[src/rtl/mofn_scan_display.sv]
// Registered 2-of-5 validator/decoder driving a multiplexed 7-segment display,
// an LED column strip and a saturating error counter.
module mofn_scan_display #(
   parameter int DIGITS   = 3,
   parameter int SCAN_DIV = 1000,
   parameter int WEIGHT   = 0,
   parameter int ERR_W    = 8
) (
   input  logic              clk,
   input  logic              rst,
   input  logic [4:0]        code_in,
   input  logic              code_vld,
   output logic [6:0]        seg_n,
   output logic [DIGITS-1:0] dig_n,
   output logic              dot_n,
   output logic [4:0]        col,
   output logic              err,
   output logic [ERR_W-1:0]  err_cnt,
   output logic [3:0]        last_val
);

   localparam int IW = (DIGITS > 1) ? $clog2(DIGITS) : 1;
   localparam int PW = $clog2(SCAN_DIV);

   function automatic logic [2:0] popcount5(input logic [4:0] w);
      logic [2:0] n;
      n = 3'd0;
      for (int i = 0; i < 5; i++) begin
         n = n + {2'b00, w[i]};
      end
      return n;
   endfunction

   // Weighted sum of set bits; the 11 produced by the top two weights encodes zero.
   function automatic logic [3:0] decode(input logic [4:0] w);
      logic [3:0] sum;
      sum = 4'd0;
      if (WEIGHT == 0) begin
         if (w[4]) sum = sum + 4'd7;
         if (w[3]) sum = sum + 4'd4;
         if (w[2]) sum = sum + 4'd2;
         if (w[1]) sum = sum + 4'd1;
      end else begin
         if (w[4]) sum = sum + 4'd1;
         if (w[3]) sum = sum + 4'd2;
         if (w[2]) sum = sum + 4'd4;
         if (w[1]) sum = sum + 4'd7;
      end
      if (sum == 4'd11) begin
         sum = 4'd0;
      end
      return sum;
   endfunction

   function automatic logic [6:0] seg7(input logic [3:0] v);
      logic [6:0] p;
      case (v)
         4'd0:    p = 7'h7E;
         4'd1:    p = 7'h30;
         4'd2:    p = 7'h6D;
         4'd3:    p = 7'h79;
         4'd4:    p = 7'h33;
         4'd5:    p = 7'h5B;
         4'd6:    p = 7'h5F;
         4'd7:    p = 7'h70;
         4'd8:    p = 7'h7F;
         4'd9:    p = 7'h7B;
         default: p = 7'h00;
      endcase
      return p;
   endfunction

   logic [3:0]        pos_r [DIGITS];
   logic [DIGITS-1:0] full_r;
   logic [PW-1:0]     pre_r;
   logic [IW-1:0]     idx_r;
   logic              code_ok_s;
   logic [3:0]        code_val_s;
   logic [6:0]        seg_s;
   logic [DIGITS-1:0] dig_s;

   // Decode the incoming word and select the pattern for the current scan slot.
   always_comb begin
      code_ok_s  = (popcount5(code_in) == 3'd2);
      code_val_s = decode(code_in);
      dig_s      = ~({{(DIGITS-1){1'b0}}, 1'b1} << idx_r);
      if (full_r[idx_r]) begin
         seg_s = ~seg7(pos_r[idx_r]);
      end else begin
         seg_s = 7'h7F;
      end
   end

   // Accept path: shift buffer, last valid word and error bookkeeping.
   always_ff @(posedge clk or posedge rst) begin
      if (rst) begin
         for (int i = 0; i < DIGITS; i++) begin
            pos_r[i] <= 4'd0;
         end
         full_r   <= '0;
         col      <= 5'd0;
         err      <= 1'b0;
         err_cnt  <= '0;
         last_val <= 4'd0;
      end else if (code_vld) begin
         if (code_ok_s) begin
            for (int i = DIGITS - 1; i > 0; i--) begin
               pos_r[i]  <= pos_r[i-1];
               full_r[i] <= full_r[i-1];
            end
            pos_r[0]  <= code_val_s;
            full_r[0] <= 1'b1;
            last_val  <= code_val_s;
            col       <= code_in;
            err       <= 1'b0;
         end else begin
            err <= 1'b1;
            if (err_cnt != {ERR_W{1'b1}}) begin
               err_cnt <= err_cnt + ERR_W'(1);
            end
         end
      end
   end

   // Slot prescaler and scan index; accepts never disturb the scan.
   always_ff @(posedge clk or posedge rst) begin
      if (rst) begin
         pre_r <= '0;
         idx_r <= '0;
      end else if (pre_r == PW'(SCAN_DIV - 1)) begin
         pre_r <= '0;
         if (idx_r == IW'(DIGITS - 1)) begin
            idx_r <= '0;
         end else begin
            idx_r <= idx_r + IW'(1);
         end
      end else begin
         pre_r <= pre_r + PW'(1);
      end
   end

   // Registered display pins, one cycle behind the scan index.
   always_ff @(posedge clk or posedge rst) begin
      if (rst) begin
         seg_n <= 7'h7F;
         dig_n <= '1;
         dot_n <= 1'b1;
      end else begin
         seg_n <= seg_s;
         dig_n <= dig_s;
         dot_n <= ~(err && (idx_r == '0));
      end
   end

endmodule
[config.mk]
export PLATFORM = sky130hd
export DESIGN_NAME = mofn_scan_display
export DESIGN_NICKNAME = d
export VERILOG_FILES = /design/src/rtl/mofn_scan_display.sv
export SDC_FILE = /design/constraint.sdc
export NUM_CORES = 1
export LEC_CHECK = 0
export CORE_MARGIN = 2
export CORE_UTILIZATION = 30
export CTS_CLUSTER_DIAMETER = 80
export DETAILED_ROUTE_END_ITERATION = 10
export GPL_ROUTABILITY_DRIVEN = 0
export SLEW_MARGIN = 20
export SYNTH_ARGS = -nofsm -noshare
export SYNTH_HDL_FRONTEND = slang
export SYNTH_SLANG_ARGS = --single-unit
[constraint.sdc]
create_clock -name clk -period 5.1 [get_ports clk]
set_input_delay 1.53 -clock clk [delete_from_list [all_inputs] [get_ports clk]]
set_output_delay 1.53 -clock clk [all_outputs]
set_load 0.05 [all_outputs]
== Word-level counts from Yosys, hierarchy flattened ==
Memory sizes are Yosys's and may differ from the RTL's.
Index checks and enable logic that the tools add are counted.
Cells by class
  magnitude comparators: 2
  $add $sub $neg: 10
  reductions and logical operators: 4
  bitwise operators: 5
  eq/ne operators: 5
  shift operators: 1
  multiplexer cells: 15
Operator list (count)
  4-bit 2-to-1 mux: 6
  7-bit 2-to-1 mux: 2
  10-bit by 1-bit adder with 10-bit output (second input constant): 1
  10-bit equality test (second input constant): 1
  10-bit 2-to-1 mux: 1
  8-bit by 1-bit adder with 8-bit output (second input constant): 1
  4-bit binary-select mux with 2-bit select: 1
  8-bit inequality test (second input constant): 1
  7-bit NOT: 1
  3-bit by 1-bit adder with 3-bit output: 2
  4-bit by 1-bit adder with 4-bit output (second input constant): 1
  4-bit by 2-bit adder with 4-bit output (second input constant): 1
  4-bit by 3-bit adder with 4-bit output (second input constant): 1
  4-bit equality test (second input constant): 1
  2-bit by 1-bit adder with 3-bit output: 1
  3-bit by 2-bit equality test with 1-bit output (second input constant): 1
  3-bit >= comparator (second input constant): 1
  2-bit by 3-bit < comparator with 1-bit output (second input constant): 1
  3-bit 2-to-1 mux: 1
  2-bit NOT with 3-bit output: 1
  3-bit NOT: 1
  3-bit AND reduction: 1
  1-bit by 2-bit << shifter with 3-bit output (first input constant): 1
  1-bit by 1-bit adder with 2-bit output: 1
  9 further kinds: 11
Storage, ports and cells
  output and inout bits: 29
  bits of input ports: 8
  memories kept: 1
  flip-flop bits (word level): 52
  memory bits (read-only): 112
Memory list
  (no name shown): words 16, bits a word 7, rd ports 1, clocked after Yosys merged registers in 0, write ports 0, line 57  | case (v)

== Logic depth before layout (Yosys ltp) ==
Gate-level depths: netlist of run 1.
  depth after elaboration: 9
  mapped depth: 11
  gate-level depth less buffers: 9

== Worst setup path after synthesis of run 1 ==
OpenSTA, ideal clock, no wires.
  kind: in2reg
  from: input port code_in[0]
  to: register err_cnt[1]
  stages: 9
  arrival: 3.627 ns
  slack: 1.349 ns
  setup time: 0.125 ns
  buffers on the path: 0
  required time: 4.975 ns
  path through: inv_1 -> fa_1 -> inv_1 -> fa_1 -> ha_1 -> nor3b_2 -> nand2b_1 -> a31oi_1 -> mux2_2
Between the ends
  word-level cells in the longest chain between the ends: 7
RTL lines
  start: declaration: line 11  | input logic [4:0] code_in,
  1-bit by 1-bit adder with 2-bit output: line 29  | n = n + {2'b00, w[i]};
  2-bit by 1-bit adder with 3-bit output: line 29
  3-bit by 1-bit adder with 3-bit output (2 in a row): line 29
  3-bit by 2-bit equality test with 1-bit output: line 84  | code_ok_s = (popcount5(code_in) == 3'd2);
  1-bit NOT (no line)
  3-bit AND reduction (no line)
  end signal: assignment: line 119  | err_cnt <= err_cnt + ERR_W'(1);
  end: declaration: line 18  | output logic [ERR_W-1:0] err_cnt,
Every way passes these cells.
A chain may end at the register's enable or synchronous reset.

== Final worst setup path of run 1 ==
  from: input port code_in[1]
  to: register pos_r[5] (netlist name)
Between the ends
  word-level cells in the longest chain between the ends: 6
RTL lines
  1-bit by 1-bit adder with 2-bit output: line 29
  2-bit by 1-bit adder with 3-bit output: line 29
  3-bit by 1-bit adder with 3-bit output (2 in a row): line 29
  3-bit by 2-bit equality test with 1-bit output: line 84
  2-bit AND reduction (no line)
  end signal: indexed assignment: line 108  | pos_r[i] <= pos_r[i-1];
  end: declaration: line 73  | logic [3:0] pos_r [DIGITS];
Every way passes these cells.

==> out/results.txt, run 1 <==
Status - finished clean
CTS sink cnt - 52
Arrival @ worst endpoint - 4.42 ns
Yosys top cell area share - 37.0%
Worst setup path end - pos_r[5]
First-pass iteration count of the detailed router - 5
Avg Cell Area, Syn - 11.6 sq um
Via count - 1,781
Hold-fix buffer count after cts - 0
Die H - 100 microns
Count of input and output buffers - 36
# IOs - 37
Final worst-path cycle share - 82.6%
Vias per inst - 4.63
Initial antenna violation count - 0
Clock latency on the worst-skew pair - 0.32 ns
Worst setup path category - in2reg
Total nets after synthesis - 261
First-iteration detailed-routing DRC count - 68
Footprint of the flip-flops and latches - 1320 sq um
Share of synthesized area occupied by flip-flops and latches - 47.4%
Fraction of layout cells with a size suffix above 1 - 19.7%
Filler instances - 921
Estimated wirelength of the detail-placed design - 3550 microns
Maximum single-stage delay on the critical path - 0.53 ns
DRC viols - 0
Worst flop-to-flop path endpoint - seg_n[3]
Clk root buf - sky130_fd_sc_hd__clkbuf_8
Detailed route wirelength on metal3 - 192 microns
Tightest Pin Transition - 0.889 ns
Largest net degree at the start of global routing - 53
Combined buffer and inverter count along the critical path - 4
Cell with the biggest individual delay on the critical path - sky130_fd_sc_hd__clkdlybuf4s50_1
Total negative setup slack - 0 ns
Critical Path RT - 5.30 ns
Series of cell instances along the critical path - clkdlybuf4s50_1 > inv_1 > fa_1 > inv_1 > fa_1 > ha_1 > nor3b_2 > nand2_1 > buf_4 > mux2_2
Max Fanout on Critical Path - 12
#FFs+latches synth - 52
Max Used Layer - met4
Initial core utilization - 30.5%
Post-synthesis instance area - 2770 sq um
Core area - 9110 sq um
Number of warnings printed during yosys synthesis - 0
Aggregate routed wire length - 4960 microns
Clock Pin Slew Worst Setup and Hold Paths - 0.11 ns
Timing startpoint of the critical path - code_in[1]
Final critical delay including setup and external delays - 4.21 ns
Global-route usage over all layers - 10.5%
FP Rows - 35
Final-stage net count - 294
Worst-case reg-to-reg path depth - 5
Critical register-to-register path startpoint - idx_r[1]
Die area - 10,000 sq um
Unrepaired setup endpoints after global routing - false
Normalized max-slew margin - 40.6%
Area delta synth->final - 19.8%
Critical path startpoint category - input pin
Cell type with the highest aggregate area in the netlist - sky130_fd_sc_hd__dfrtp_1
Fin. Hold Viols - 0
Worst R2R Setup Slack - 3.03 ns
Number of gates resized after CTS - 0
Max-cap violations - 0
Met1 wire length - 2560 microns
Crit end category - flop
Post-Synthesis Cells - 240
IR Drop Worst-Case VDD - 0.236 mV
Buffers from clock root to sink, at most - 2
Number of pins exceeding their max-slew limit in the final report - 0
Crit path max-delay family - adder cells
Count of nets left with antenna violations after detail routing - 0
Smallest hold slack - 0.474 ns
Total setup violations reported at the end of the flow - 0
Max Clock Freq - 0.237 GHz
Type of the worst min-delay path - reg2reg
Clock tree from TritonCTS - yes
Synth top area cells - sky130_fd_sc_hd__dfrtp_1 (37%), sky130_fd_sc_hd__dfstp_2 (10%), sky130_fd_sc_hd__mux2_2 (6.9%)
Post-CTS setup buffers - 0
Wire length of the first global-routing pass - 8580 microns
Number of global-route vias before repair - 1,775
Die boundary width - 100 microns
Number of antenna repair diodes - 0
Met2 wire len - 2150 microns
Static power due to leakage - 1.38 nW
Power density over the cells - 571 nW/um^2
CTS buffer count - 5
H-tree level count - 2
Area occupied by multi-input gates - 1310 sq um
Routed length per placed instance - 12.9 microns
Final global-route overflow total - 0
Cell depth of the worst setup path - 10
Clock tree skew after final layout - 0.00970 ns
Count of distinct cell types in the synthesized netlist - 51
Yosys cell counts, drive strengths merged:
| cell | number |
|---|---|
| inv | 16 |
| dfrtp | 41 |
| nand2 | 21 |
| o311a | 1 |
| nor2 | 9 |
| and3 | 3 |
| mux2i | 10 |
| a31oi | 2 |
| o2bb2ai | 3 |
| nor2b | 5 |
| and2b | 1 |
| a41oi | 1 |
| o31ai | 4 |
| and4bb | 1 |
| a2bb2oi | 3 |
| buf | 10 |
| o21a | 2 |
| ha | 11 |
| o41ai | 1 |
| or3 | 1 |
| o311ai | 1 |
| nand2b | 5 |
| nor4 | 1 |
| o211ai | 4 |
| and2 | 2 |
| a2111oi | 1 |
| nand3 | 7 |
| clkbuf | 2 |
| mux2 | 18 |
| a22oi | 3 |
| and4 | 2 |
| o21ai | 12 |
| nand4 | 4 |
| nor3b | 2 |
| nor3 | 1 |
| dfstp | 11 |
| xnor2 | 7 |
| fa | 2 |
| a21oi | 5 |
| xor2 | 4 |
cells in the final DEF (no fill, tap or decap), types with 3 or more instances in the layout:
master / n
sky130_fd_sc_hd__a21oi_1: 5
sky130_fd_sc_hd__nand2_1: 21
sky130_fd_sc_hd__a22oi_1: 3
sky130_fd_sc_hd__o211ai_1: 3
sky130_fd_sc_hd__clkdlybuf4s50_1: 36
sky130_fd_sc_hd__nand4_1: 4
sky130_fd_sc_hd__ha_1: 11
sky130_fd_sc_hd__o21ai_0: 10
sky130_fd_sc_hd__mux2i_1: 9
sky130_fd_sc_hd__nor2_1: 8
sky130_fd_sc_hd__o31ai_1: 4
sky130_fd_sc_hd__clkbuf_8: 5
sky130_fd_sc_hd__xnor2_1: 7
sky130_fd_sc_hd__dfrtp_1: 41
sky130_fd_sc_hd__mux2_2: 17
sky130_fd_sc_hd__xor2_1: 4
sky130_fd_sc_hd__nand3_1: 6
sky130_fd_sc_hd__dfstp_2: 11
sky130_fd_sc_hd__nand2b_1: 5
sky130_fd_sc_hd__and3_1: 3
sky130_fd_sc_hd__nor2b_1: 4
sky130_fd_sc_hd__inv_1: 15
metal layers:
layer / GRT usage [%] / vias to the layer above
met4: 3.79 / 0
met2: 16.2 / 40
met1: 14.5 / 830
li1: - / 906
met5: 0 / -
met3: 2.30 / 5
final cells by class:
cell class,instances,area share (%)
well taps,111,4.18
inverters,16,1.85
clock inverters,3,1.51
repair buffers,38,11.3
clock buffers,5,2.07
multi-input cells,160,39.5
flip-flops and latches,52,39.6
registers in the layout, indices dropped and copies added, names as in the netlist:
signal   cells
seg_n        7
full_r       3
err_cnt      8
err          1
pos_r       12
dig_n        3
idx_r        2
pre_r       10
dot_n        1
col          5
logic make-up after synthesis:
logic type	count (synthesis)	synth area share, %
muxes	28	11.2
and+or+nand+nor	65	13.4
AOI/OAI and AO/OA	43	12.8
adders and majority gates	13	6.41
DFF	52	47.4
xor gates and xnor gates	11	3.47
buffers and inverters	28	5.28
through the flow:
step | utilization, % | instances | area (sq um) | setup WS (ns) | power (mW)
2_1_floorplan | - | 240 | 2770 | 1.35 | 1.35
3_3_place_gp | 35.2 | 377 | 3200 | 0.613 | 1.60
3_5_place_dp | 35.2 | 377 | 3200 | 0.560 | 1.61
4_1_cts | 36.5 | 385 | 3320 | 0.911 | 1.92
5_1_grt | 36.5 | 385 | 3320 | 0.720 | 2.01
6_report | 36.5 | 385 | 3320 | 0.888 | 1.90
worst min path at each step:
stage                        start        to  slack (ns)  depth (start not counted)
after floorplan           pre_r[0]  pre_r[0]        0.45                          1
after global placement    pre_r[0]  pre_r[0]        0.47                          1
after detailed placement       err     dot_n        0.47                          1
after CTS                 pre_r[0]  pre_r[0]        0.49                          1
after global routing           err     dot_n        0.51                          1
final                          err     dot_n        0.47                          1
power breakdown:
group	switching (mW)	internal [mW]
Combinational	0.569	0.354
Sequential	0.108	0.561
Clock	0.152	0.152
No activity file was read; power rests on OpenSTA's default activity.
==> run 2, diff against run 1 <==
==> constraint.sdc (replaced) <==
create_clock -name clk -period 4.35 [get_ports clk]
set_input_delay 1.305 -clock clk [delete_from_list [all_inputs] [get_ports clk]]
set_output_delay 1.305 -clock clk [all_outputs]
set_load 0.05 [all_outputs]
==> run 2 against run 1 <==
Combinational power rose by 17%. First-iteration DRC count is 12% lower. Hold slack got worse by 0.0066 ns. Clock skew decreased by 0.0016 ns. Count of clock-buffer cells in the layout increased by 1. Global-route usage down 0.10 points. Sequential share of layout area shrank 0.074 points. Routed wire length decreased by 2.0%. Final cell count fell by 0.26%. Flip-flop and latch count unchanged. Register-to-register slack worse by 0.72 ns. Via count increased by 1.2%. Critical path type unchanged. Largest power group unchanged.
==> out/results.txt, run 2 (same netlist as run 1, synthesis figures left out) <==
Final worst-path cycle share - 89.7%
H-tree level count - 2
Crit path max-delay family - adder cells
CTS buffer count - 5
First-iteration detailed-routing DRC count - 60
Clock Pin Slew Worst Setup and Hold Paths - 0.10 ns
Unrepaired setup endpoints after global routing - false
Estimated wirelength of the detail-placed design - 3410 microns
Setup slack at placement - 0.111 ns
FP Rows - 35
Worst Slack Setup Final - 0.446 ns
Post-placement cell area - 3190 sq um
Via count - 1,802
Clock tree skew after final layout - 0.00812 ns
Routed length per placed instance - 12.7 microns
DRC viols - 0
IR Drop Worst-Case VDD - 0.311 mV
Maximum single-stage delay on the critical path - 0.54 ns
Fraction of layout cells with a size suffix above 1 - 19.0%
Tightest Pin Transition - 0.885 ns
Max Used Layer - met4
Area delta synth->final - 20.0%
Total non-filler cell area in the finished layout - 3330 sq um
Cell Count, Final, Fillers Out - 384
Detailed route wirelength on metal3 - 180 microns
Global-route usage over all layers - 10.4%
Worst setup path category - in2reg
Count of input and output buffers - 36
Number of antenna repair diodes - 0
Most common cell after layout, fill and taps aside - sky130_fd_sc_hd__dfrtp_1
Crit end category - flop
# IOs - 37
Largest net degree at the start of global routing - 53
Max Clock Freq - 0.256 GHz
First-pass iteration count of the detailed router - 4
Power density over the cells - 675 nW/um^2
Max-cap violations - 0
Register bank with the most flops - pos_r
Type of the worst min-delay path - reg2reg
Worst flop-to-flop path endpoint - seg_n[2]
Final-stage net count - 293
CTS sink cnt - 52
Core area - 9110 sq um
Clock latency on the worst-skew pair - 0.30 ns
Post-CTS setup buffers - 0
Combined buffer and inverter count along the critical path - 4
Static power due to leakage - 1.38 nW
Buffers from clock root to sink, at most - 2
Biggest registers after layout - pos_r (12), pre_r (10), err_cnt (8)
Number of gates resized after CTS - 0
Fin. Hold Viols - 0
Clock tree from TritonCTS - yes
Number of cells after detailed placement - 376
Total negative setup slack - 0 ns
Met1 wire length - 2470 microns
Status - finished clean
Hold-fix buffer count after cts - 0
Initial core utilization - 30.5%
Die boundary width - 100 microns
Number of pins exceeding their max-slew limit in the final report - 0
Number of global-route vias before repair - 1,747
Hold Crit Depth - 1
Count of nets left with antenna violations after detail routing - 0
Final global-route overflow total - 0
Max Fanout on Critical Path - 29
Critical register-to-register path startpoint - idx_r[1]
Startpoint of the lowest-slack hold path - err
Clk root buf - sky130_fd_sc_hd__clkbuf_8
Die H - 100 microns
Initial antenna violation count - 0
Final critical delay including setup and external delays - 3.90 ns
Wire length of the first global-routing pass - 8530 microns
Arrival @ worst endpoint - 4.11 ns
Vias per inst - 4.69
Die area - 10,000 sq um
Smallest hold slack - 0.467 ns
Series of cell instances along the critical path - clkdlybuf4s50_1 > inv_1 > fa_1 > inv_1 > fa_1 > ha_1 > nor3b_2 > nand2_1 > buf_4 > o41ai_1
Max FFs per register - 12
Critical path startpoint category - input pin
Hold worst-path end - dot_n
Aggregate routed wire length - 4860 microns
Worst R2R Setup Slack - 2.31 ns
Normalized max-slew margin - 40.9%
Highest-count cells in the layout ignoring fill and taps - sky130_fd_sc_hd__dfrtp_1 (41), sky130_fd_sc_hd__clkdlybuf4s50_1 (36), sky130_fd_sc_hd__nand2_1 (21)
Met2 wire len - 2160 microns
Total setup violations reported at the end of the flow - 0
Critical Path RT - 4.55 ns
Cell with the biggest individual delay on the critical path - sky130_fd_sc_hd__clkdlybuf4s50_1
Worst-case reg-to-reg path depth - 6
-- run 2: worst max path at each step --
| stage | startpoint | endpoint | slack (ns) | depth (start not counted) |
|---|---|---|---|---|
| floorplan | code_in[0] | err_cnt[1] | 0.82 | 9 |
| global placement | code_in[1] | pos_r[11] | 0.22 | 10 |
| detailed placement | code_in[1] | pos_r[11] | 0.11 | 10 |
| CTS | code_in[1] | pos_r[11] | 0.42 | 10 |
| global route | code_in[1] | pos_r[11] | 0.23 | 10 |
| finish | code_in[1] | pos_r[11] | 0.45 | 10 |
-- run 2: final cells by class --
class | count | area [sq um]
Fill cell | 915 | 5780
Clock inverter | 2 | 60.1
Multi-Input combinational cell | 160 | 1310
Clock buffer | 6 | 72.6
Timing Repair Buffer | 37 | 368
Inverter | 16 | 61.3
Tap cell | 111 | 139
Sequential cell | 52 | 1320
-- run 2: layer usage --
layer,vias up,track usage [%]
met2,30,15.8
met1,868,14.8
met3,4,2.51
met5,-,0
met4,0,2.85
li1,900,-
-- run 2: where the power goes --
group / leakage [nW] / internal (mW) / switching (mW) / total, mW
sequential: 0.616 / 0.658 / 0.122 / 0.780
combinational: 0.701 / 0.413 / 0.668 / 1.08
clock: 0.0654 / 0.230 / 0.157 / 0.387
-- run 2: per-stage QoR --
stage	total power, mW	util, %
4_1_cts	2.28	36.5
3_3_place_gp	1.87	35.1
3_5_place_dp	1.88	35.1
5_1_grt	2.38	36.5
6_report	2.25	36.5
2_1_floorplan	1.58	-
